**config.mk**
```make
export PLATFORM = sky130hd
export DESIGN_NAME = bit32_div
export DESIGN_NICKNAME = d
export VERILOG_FILES = /design/src/rtl/div_pkg.sv /design/src/rtl/bit32_negate.sv /design/src/rtl/bit32_not.sv /design/src/rtl/bit32_div.sv
export SDC_FILE = /design/constraint.sdc
export NUM_CORES = 1
export LEC_CHECK = 0
export BUFFER_PORTS_ARGS = -buffer_cell sky130_fd_sc_hd__buf_2
export CAP_MARGIN = 20
export CORE_ASPECT_RATIO = 1.25
export CORE_UTILIZATION = 55
export CTS_BUF_LIST = sky130_fd_sc_hd__clkbuf_4 sky130_fd_sc_hd__clkbuf_8 sky130_fd_sc_hd__clkbuf_16
export CTS_CLUSTER_SIZE = 20
export DETAILED_ROUTE_END_ITERATION = 8
export PLACE_DENSITY = 0.75
export SLEW_MARGIN = 20
export SYNTH_ARGS = -nofsm -noshare
export SYNTH_HDL_FRONTEND = slang
export SYNTH_HIERARCHICAL = 1
export SYNTH_SLANG_ARGS = --single-unit
```
**constraint.sdc**
```tcl
create_clock -name clock -period 5.75 [get_ports clock]
set_clock_uncertainty 0.2 [all_clocks]
set_input_delay 0.2875 -clock clock [delete_from_list [all_inputs] [get_ports clock]]
set_output_delay 0.2875 -clock clock [all_outputs]
set_load 0.01 [all_outputs]
```
**src/rtl/div_pkg.sv**
```systemverilog
// Shared types and sizing for the MultDiv divide path.
// Imported by the divider and its negation helpers.
package div_pkg;

    typedef enum logic [1:0] {
        IDLE,
        ITER,
        SIGN
    } state_t;

    localparam int DIV_WIDTH  = 32;
    localparam int ITER_COUNT = 32;
    localparam int COUNT_W    = 6;

    localparam logic [COUNT_W-1:0] LAST_STEP = COUNT_W'(ITER_COUNT - 1);

endpackage

```
**src/rtl/bit32_negate.sv**
```systemverilog
// Two's-complement negation: invert through bit32_not, then add one.
// Negating 0x80000000 wraps back to itself.
module bit32_negate (
    input  logic [31:0] data_operandA,
    output logic [31:0] data_result
);

    logic [31:0] inv;

    bit32_not u_not (
        .data_operandA(data_operandA),
        .data_result  (inv)
    );

    assign data_result = inv + 32'd1;

endmodule

```
**src/rtl/bit32_not.sv**
```systemverilog
// 32-bit bitwise inverter shared across the MultDiv unit.
// Purely combinational.
module bit32_not (
    input  logic [31:0] data_operandA,
    output logic [31:0] data_result
);

    genvar i;
    generate
        for (i = 0; i < 32; i++) begin : g_inv
            assign data_result[i] = ~data_operandA[i];
        end
    endgenerate

endmodule

```
**src/rtl/bit32_div.sv**
```systemverilog
// Multicycle signed 32-bit restoring divider, one quotient bit per clock.
// Magnitudes are divided unsigned; signs are restored in the SIGN cycle.
module bit32_div
    import div_pkg::*;
#(
    parameter int WIDTH = DIV_WIDTH
) (
    input  logic             clock,
    input  logic             reset,
    input  logic             ctrl_DIV,
    input  logic [WIDTH-1:0] data_operandA,
    input  logic [WIDTH-1:0] data_operandB,
    output logic [WIDTH-1:0] data_result,
    output logic [WIDTH-1:0] data_remainder,
    output logic             data_exception,
    output logic             data_resultRDY
);

    state_t             state;
    logic [COUNT_W-1:0] count;
    logic [31:0]        abs_b;
    logic [31:0]        rem;
    logic [31:0]        quo;
    logic               sign_q;
    logic               sign_r;
    logic               div_zero;

    logic [31:0] neg_a;
    logic [31:0] neg_b;
    logic [31:0] neg_q;
    logic [31:0] neg_r;
    logic [31:0] abs_a_in;
    logic [31:0] abs_b_in;
    logic [31:0] rem_sh;
    logic [31:0] quo_sh;
    logic [32:0] trial;

    bit32_negate u_neg_a (
        .data_operandA(data_operandA),
        .data_result  (neg_a)
    );

    bit32_negate u_neg_b (
        .data_operandA(data_operandB),
        .data_result  (neg_b)
    );

    bit32_negate u_neg_q (
        .data_operandA(quo),
        .data_result  (neg_q)
    );

    bit32_negate u_neg_r (
        .data_operandA(rem),
        .data_result  (neg_r)
    );

    assign abs_a_in = data_operandA[31] ? neg_a : data_operandA;
    assign abs_b_in = data_operandB[31] ? neg_b : data_operandB;

    // rem < |B| <= 2^31, so rem[31] is always zero and the shift loses nothing
    assign {rem_sh, quo_sh} = {rem[30:0], quo, 1'b0};
    assign trial = {1'b0, rem_sh} - {1'b0, abs_b};

    always_ff @(posedge clock) begin
        if (!reset) begin
            state          <= IDLE;
            count          <= '0;
            abs_b          <= '0;
            rem            <= '0;
            quo            <= '0;
            sign_q         <= 1'b0;
            sign_r         <= 1'b0;
            div_zero       <= 1'b0;
            data_result    <= '0;
            data_remainder <= '0;
            data_exception <= 1'b0;
            data_resultRDY <= 1'b0;
        end else if (ctrl_DIV) begin
            abs_b          <= abs_b_in;
            quo            <= abs_a_in;
            rem            <= '0;
            count          <= '0;
            sign_q         <= data_operandA[31] ^ data_operandB[31];
            sign_r         <= data_operandA[31];
            div_zero       <= (data_operandB == '0);
            data_result    <= '0;
            data_remainder <= '0;
            data_exception <= 1'b0;
            data_resultRDY <= 1'b0;
            state          <= (data_operandB == '0) ? SIGN : ITER;
        end else begin
            data_resultRDY <= 1'b0;
            unique case (state)
                IDLE: begin
                    state <= IDLE;
                end
                ITER: begin
                    quo   <= {quo_sh[31:1], ~trial[32]};
                    rem   <= trial[32] ? rem_sh : trial[31:0];
                    count <= count + COUNT_W'(1);
                    if (count == LAST_STEP) begin
                        state <= SIGN;
                    end
                end
                SIGN: begin
                    if (div_zero) begin
                        data_result    <= '0;
                        data_remainder <= '0;
                        data_exception <= 1'b1;
                    end else begin
                        data_result    <= sign_q ? neg_q : quo;
                        data_remainder <= sign_r ? neg_r : rem;
                        data_exception <= 1'b0;
                    end
                    data_resultRDY <= 1'b1;
                    state          <= IDLE;
                end
                default: begin
                    state <= IDLE;
                end
            endcase
        end
    end

endmodule

```
==> metrics.cfg, run 1 <==
[status]
status=completed

[power_and_ir_drop]
leakagePower_uw=0.00643
power.density_mw_per_mm2=228
ir_drop_mv=0.213

[timing]
min_period_over_period=0.608
hold_violations=0
post-route-min-period_ns=3.50
setup_viol=0
worst-slew-pin-transition_ns=1.03
fmax_mhz=286
rsz0062_at_grt=no
finalMaxSlewViolations=0
fin_tns_setup_ns=0
relSlewSlack=0.313

[global_route]
grt_max_degree=97
busiest_layer=met2
grtUsageMet1=0.321
grt.met3_usage=0.0392
grtUsageMet2=0.526
grt_pass1_wl_um=58100
antenna_found_initial=0
grt-ovfl-total=0
grt_pass1_vias=12000
grt_use_total=0.290

[clocking]
clockBufferDepth=2
clk_latency_ns=0.44
clock_sinks=173
numCtsBuffers=17
cts.clk_slew.worst_paths_ns=0.07
ctsResizeCount=0
cts_tree=yes
cts-hold-fix-buffers=0
cts_root_buffer=clkbuf_16
htreeDepth=4
post_cts_buffers=0

[finish]
antenna_cells=0
nets=1890
synthToLayoutAreaGrowth_pct=9.72
regArea_mm2=0.00346
drive_gt1_frac=0.182
fin_cells=2123
multiInputGateArea_mm2=0.00886
final_util=0.619
design_area_mm2=0.0147
nFillCells=2166

[worst_hold_path]
hp-class=in -> reg

[route]
dr.pass1.iters=5
dr.first_iter.drc_count=708
ant_nets=0
viasPerCell=5.87
drc=0
num_vias=12500
wl_per_cell_um=16.9
finalWirelength_um=35900

[placed_design]
placed_area_mm2=0.0141
placed_cells=2091
io_buffer_count=132
routabilityCongestion=0.944
place.detailed.hpwl_um=26300

[synth]
syn_inst=1727
postSynthRegisterBits=173
synth_edf_count=0
yosysUniqueCellTypes=72
synthFlopType=dfxtp_1
yosysTopAreaCellShare=0.258
syn_nets=1832
yosysTopAreaCell=dfxtp_1
async_reset_ff_frac=0
synth.area.top_cells=dfxtp_1 26%, mux2_2 7.8%, nand2_1 5.8%
yosysMostFrequentCell=nand2_1
synth_warnings=6
ys_seq_area_frac=0.258
netlist_area_mm2=0.0134
netlist_top_cells_count=206 x nand2_1, 182 x inv_1, 173 x dfxtp_1, 125 x nor2_1, 103 x a21oi_1
syn_avg_cell_area_um2=7.77

[setup_path]
worstPathRequired_ns=5.88
startpoint_type=flop
critical_path_arrival_ns=3.63
path_class=reg -> reg
worst-path-max-fanout=26
end_kind=flop

[floorplanning]
die_h_um=177
fp.dieW_um=142
core-area_mm2=0.0238
io_pins=133
row_count=63
start_util=0.564
design.die.area_mm2=0.0250

[run]
cap_violations=0

path summary, 6_finish.rpt:
kind	startpoint	to	slack (ns)	depth (start not counted)
worst max-delay path	quo[31]$_SDFFE_PN0P_	rem[29]$_SDFFE_PP0P_	2.25	11
worst min-delay path	data_operandB[18]	abs_b[18]$_SDFFE_PN0P_	0.03	4
worst max register to register	quo[31]$_SDFFE_PN0P_	rem[29]$_SDFFE_PP0P_	2.25	11
worst min register to register	abs_b[15]$_SDFFE_PN0P_	abs_b[15]$_SDFFE_PN0P_	0.28	1
sequential cells by signal, summed over array words and instances (netlist names), 2 cells and up:
signal	flops
quo	32
state	2
abs_b	32
rem	32
data_remainder	32
data_result	32
count	6
power by group:
part / internal [µW] / leakage (µW) / total [µW] / switching (µW)
clock: 647 / 0.000287 / 1180 / 533
combinational: 361 / 0.00474 / 901 / 541
sequential: 1240 / 0.00141 / 1280 / 40.3
total: 2250 / 0.00643 / 3360 / 1110
layout make-up:
class                   instances  area share
flip-flops and latches        173       0.235
multi-input cells            1270       0.601
clock inverters                15      0.0110
repair buffers                141      0.0496
inverters                     182      0.0464
clock buffers                  17      0.0289
well taps                     325      0.0276
layout by cell type, fill, tap and decap left out, drive strengths merged, types with 10 or more instances in the layout:
cell / n
o21ai: 37
nor3: 25
xnor2: 57
mux2: 94
nor2: 126
buf: 141
mux2i: 36
a22oi: 64
nand2: 211
a311oi: 13
a21oi: 107
inv: 186
nor2b: 43
ha: 37
nand3: 65
a31oi: 10
o211a: 33
xor2: 88
and3: 27
and4: 21
nor4: 50
a21o: 14
dfxtp: 173
nand4: 26
o21a: 10
clkbuf: 17
metrics by stage:
step	setup slack [ns]	hold slack, ns	total power [µW]
floorplan	2.84	0.254	1990
global placement	2.34	0.263	2180
detailed placement	2.28	0.267	2190
CTS	2.28	0.0236	3370
global route	2.07	0.0462	3520
finish	2.25	0.0346	3360
worst max-delay path: stages (launching register included):
cell and delay [ns]:
dfxtp_1 0.35, inv_1 0.09, ha_1 0.21, fa_1 0.38, nand2b_1 0.19, a21o_1 0.21
a21oi_2 0.22, a211oi_2 0.12, o21a_2 0.29, nor2_4 0.54, mux2_4 0.35, a32o_1 0.25
kinds of logic after synthesis:
group                      synth area share
and+or+nand+nor                       0.244
xor gates and xnor gates             0.0946
buffers and inverters                0.0840
muxes                                 0.106
DFF                                   0.258
AOI/OAI and AO/OA                     0.177
adders and majority gates            0.0360
layer usage:
metal | share of wire | routed length [µm]
met5 | 0 | 0
met1 | 0.40 | 14200
met4 | 0.054 | 1940
met2 | 0.51 | 18200
met3 | 0.042 | 1510
Power figures use the tool's default switching activity.
==> run 2: changes to the inputs <==
Settings changed: PLACE_DENSITY 0.75 to 0.78.
Clock period 5.75 ns to 3.11 ns, I/O delays scaled along.
==> metrics.cfg, run 2 (synthesis results as in run 1) <==
[timing]
min_period_over_period=0.970  ; +0.362
rsz0062_at_grt=no
fin_tns_setup_ns=0  ; unchanged
worst-slew-pin-transition_ns=0.991  ; -0.0374 ns
worst_slack_ns=0.0919  ; -2.16 ns
finalMaxSlewViolations=0  ; unchanged
relSlewSlack=0.340  ; +0.0263
hold_violations=0  ; unchanged
setup_viol=0  ; unchanged
post-route-min-period_ns=3.02  ; -0.480 ns
fmax_mhz=331  ; +16%

[route]
dr.pass1.iters=7  ; +2
num_vias=13100  ; +5.3%
dr.first_iter.drc_count=923  ; +30%
viasPerCell=5.88  ; +0.20%
finalWirelength_um=38900  ; +8.5%
ant_nets=0  ; unchanged
wl_per_cell_um=17.5  ; +3.3%
drc=0  ; unchanged

[global_route]
grt_use_total=0.312  ; +0.0220
antenna_found_initial=0  ; unchanged
grt_pass1_vias=12800  ; +6.8%
grt_max_degree=67  ; -31%
grt-ovfl-total=0  ; unchanged
grt_pass1_wl_um=62500  ; +7.7%

[worst_hold_path]
whs_path_depth=4  ; unchanged
hp-class=in -> reg
worstHoldEndpoint=quo[0]$_SDFFE_PN0P_
min_from=data_operandA[0]

[setup_path]
path_class=reg -> reg
end_kind=flop
regToRegSetupSlack_ns=0.09  ; -2.16 ns
startpoint_type=flop
r2r-end=rem[29]$_SDFFE_PP0P_
worstPathRequired_ns=3.24  ; -2.64 ns
worstReg2RegStart=quo[31]$_SDFFE_PN0P_
reg2regPathDepth=11  ; unchanged
worst-path-max-fanout=4  ; -85%
critical_path_arrival_ns=3.14  ; -0.49 ns

[finish]
final_cell_mix=206 x nand2_1, 182 x inv_1, 171 x dfxtp_1, 131 x buf_2, 124 x nor2_1
layout_commonest_cell=nand2_1
regArea_mm2=0.00347  ; about the same
synthToLayoutAreaGrowth_pct=17.5
nFillCells=2027  ; -6.4%
antenna_cells=0  ; unchanged
drive_gt1_frac=0.200  ; +0.0180
final_util=0.663  ; +0.0440
nets=1998  ; +5.7%
multiInputGateArea_mm2=0.00888  ; +0.25%

[floorplanning]
die_h_um=177  ; unchanged
core-area_mm2=0.0238  ; unchanged
start_util=0.564  ; unchanged
io_pins=133  ; unchanged
fp.dieW_um=142  ; unchanged
row_count=63  ; unchanged
design.die.area_mm2=0.0250  ; unchanged

[clocking]
cts_tree=yes
clk_latency_ns=0.44  ; about the same
clock_sinks=173  ; unchanged
htreeDepth=4  ; unchanged
clockBufferDepth=2  ; unchanged
cts.clk_slew.worst_paths_ns=0.07  ; about the same
numCtsBuffers=17  ; unchanged
cts_root_buffer=clkbuf_16

[placed_design]
io_buffer_count=132  ; unchanged
dp_slack_ns=0.0980  ; -2.18 ns
place.detailed.hpwl_um=28000  ; +6.4%
routabilityCongestion=0.969  ; +2.6%

[power_and_ir_drop]
leakagePower_uw=0.00695  ; +8.1%
power.density_mw_per_mm2=410  ; +80%
ir_drop_mv=0.422  ; +98%

[run]
cap_violations=0  ; unchanged

[status]
status=completed

-- run 2: layout make-up --
cell class	count	area share
multi-input cells	1270	0.563
flip-flops and latches	173	0.220
repair buffers	249	0.109
inverters	182	0.0433
clock buffers	17	0.0270
well taps	325	0.0258
clock inverters	15	0.0125
-- run 2: power by group --
part | switching (µW) | internal [µW]
clock | 1050 | 1230
sequential | 69.6 | 2290
combinational | 1060 | 763
-- run 2: worst max-delay path by stage --
stage | slack, ns | end | startpoint | cells past startpoint
2_1_floorplan | 0.20 | rem[29]$_SDFFE_PP0P_ | quo[31]$_SDFFE_PN0P_ | 11
3_3_place_gp | 0.14 | rem[29]$_SDFFE_PP0P_ | quo[31]$_SDFFE_PN0P_ | 11
3_5_place_dp | 0.1 | rem[3]$_SDFFE_PP0P_ | quo[31]$_SDFFE_PN0P_ | 12
4_1_cts | 0.09 | rem[15]$_SDFFE_PP0P_ | quo[31]$_SDFFE_PN0P_ | 12
5_1_grt | 0.00008 | rem[30]$_SDFFE_PP0P_ | quo[31]$_SDFFE_PN0P_ | 12
6_report | 0.09 | rem[29]$_SDFFE_PP0P_ | quo[31]$_SDFFE_PN0P_ | 11
-- run 2: timing repair --
item                                   in CTS  in global routing
endpoints found under the hold margin      60                  1
hold buffers                               61                  1
setup buffers                               0                  2
gates resized for setup                     0                 10
setup endpoints to repair                   0                 18
-- run 2: per-stage QoR --
step | cell area [µm²] | total power [µW] | hold WS (ns) | instances
5_1_grt | 15800 | 6750 | 0.0182 | 2231
6_report | 15800 | 6470 | 0.00404 | 2231
3_5_place_dp | 14500 | 4120 | 0.266 | 2135
4_1_cts | 15700 | 6460 | 0.00479 | 2228
2_1_floorplan | 13400 | 3690 | 0.202 | 1727
3_3_place_gp | 14500 | 4090 | 0.263 | 2135
-- run 2: metal layers --
| layer | vias to the layer above | track usage | routed length, µm |
|---|---|---|---|
| met2 | 422 | 0.585 | 19900 |
| met1 | 6263 | 0.341 | 15500 |
| met4 | 0 | 0.158 | 1930 |
| li1 | 6327 | - | - |
| met5 | - | 0 | 0 |
| met3 | 111 | 0.0400 | 1570 |
-- run 2: worst max-delay path, cell delays in order, from the launching register on --
cell      delay (ns)
dfxtp_1         0.36
inv_1           0.07
ha_1            0.21
fa_1            0.38
nand2b_1        0.19
a21o_1          0.21
a21oi_2         0.21
a211oi_2        0.11
o21a_2          0.25
nor2_4          0.17
mux2_4          0.31
a32o_1          0.25
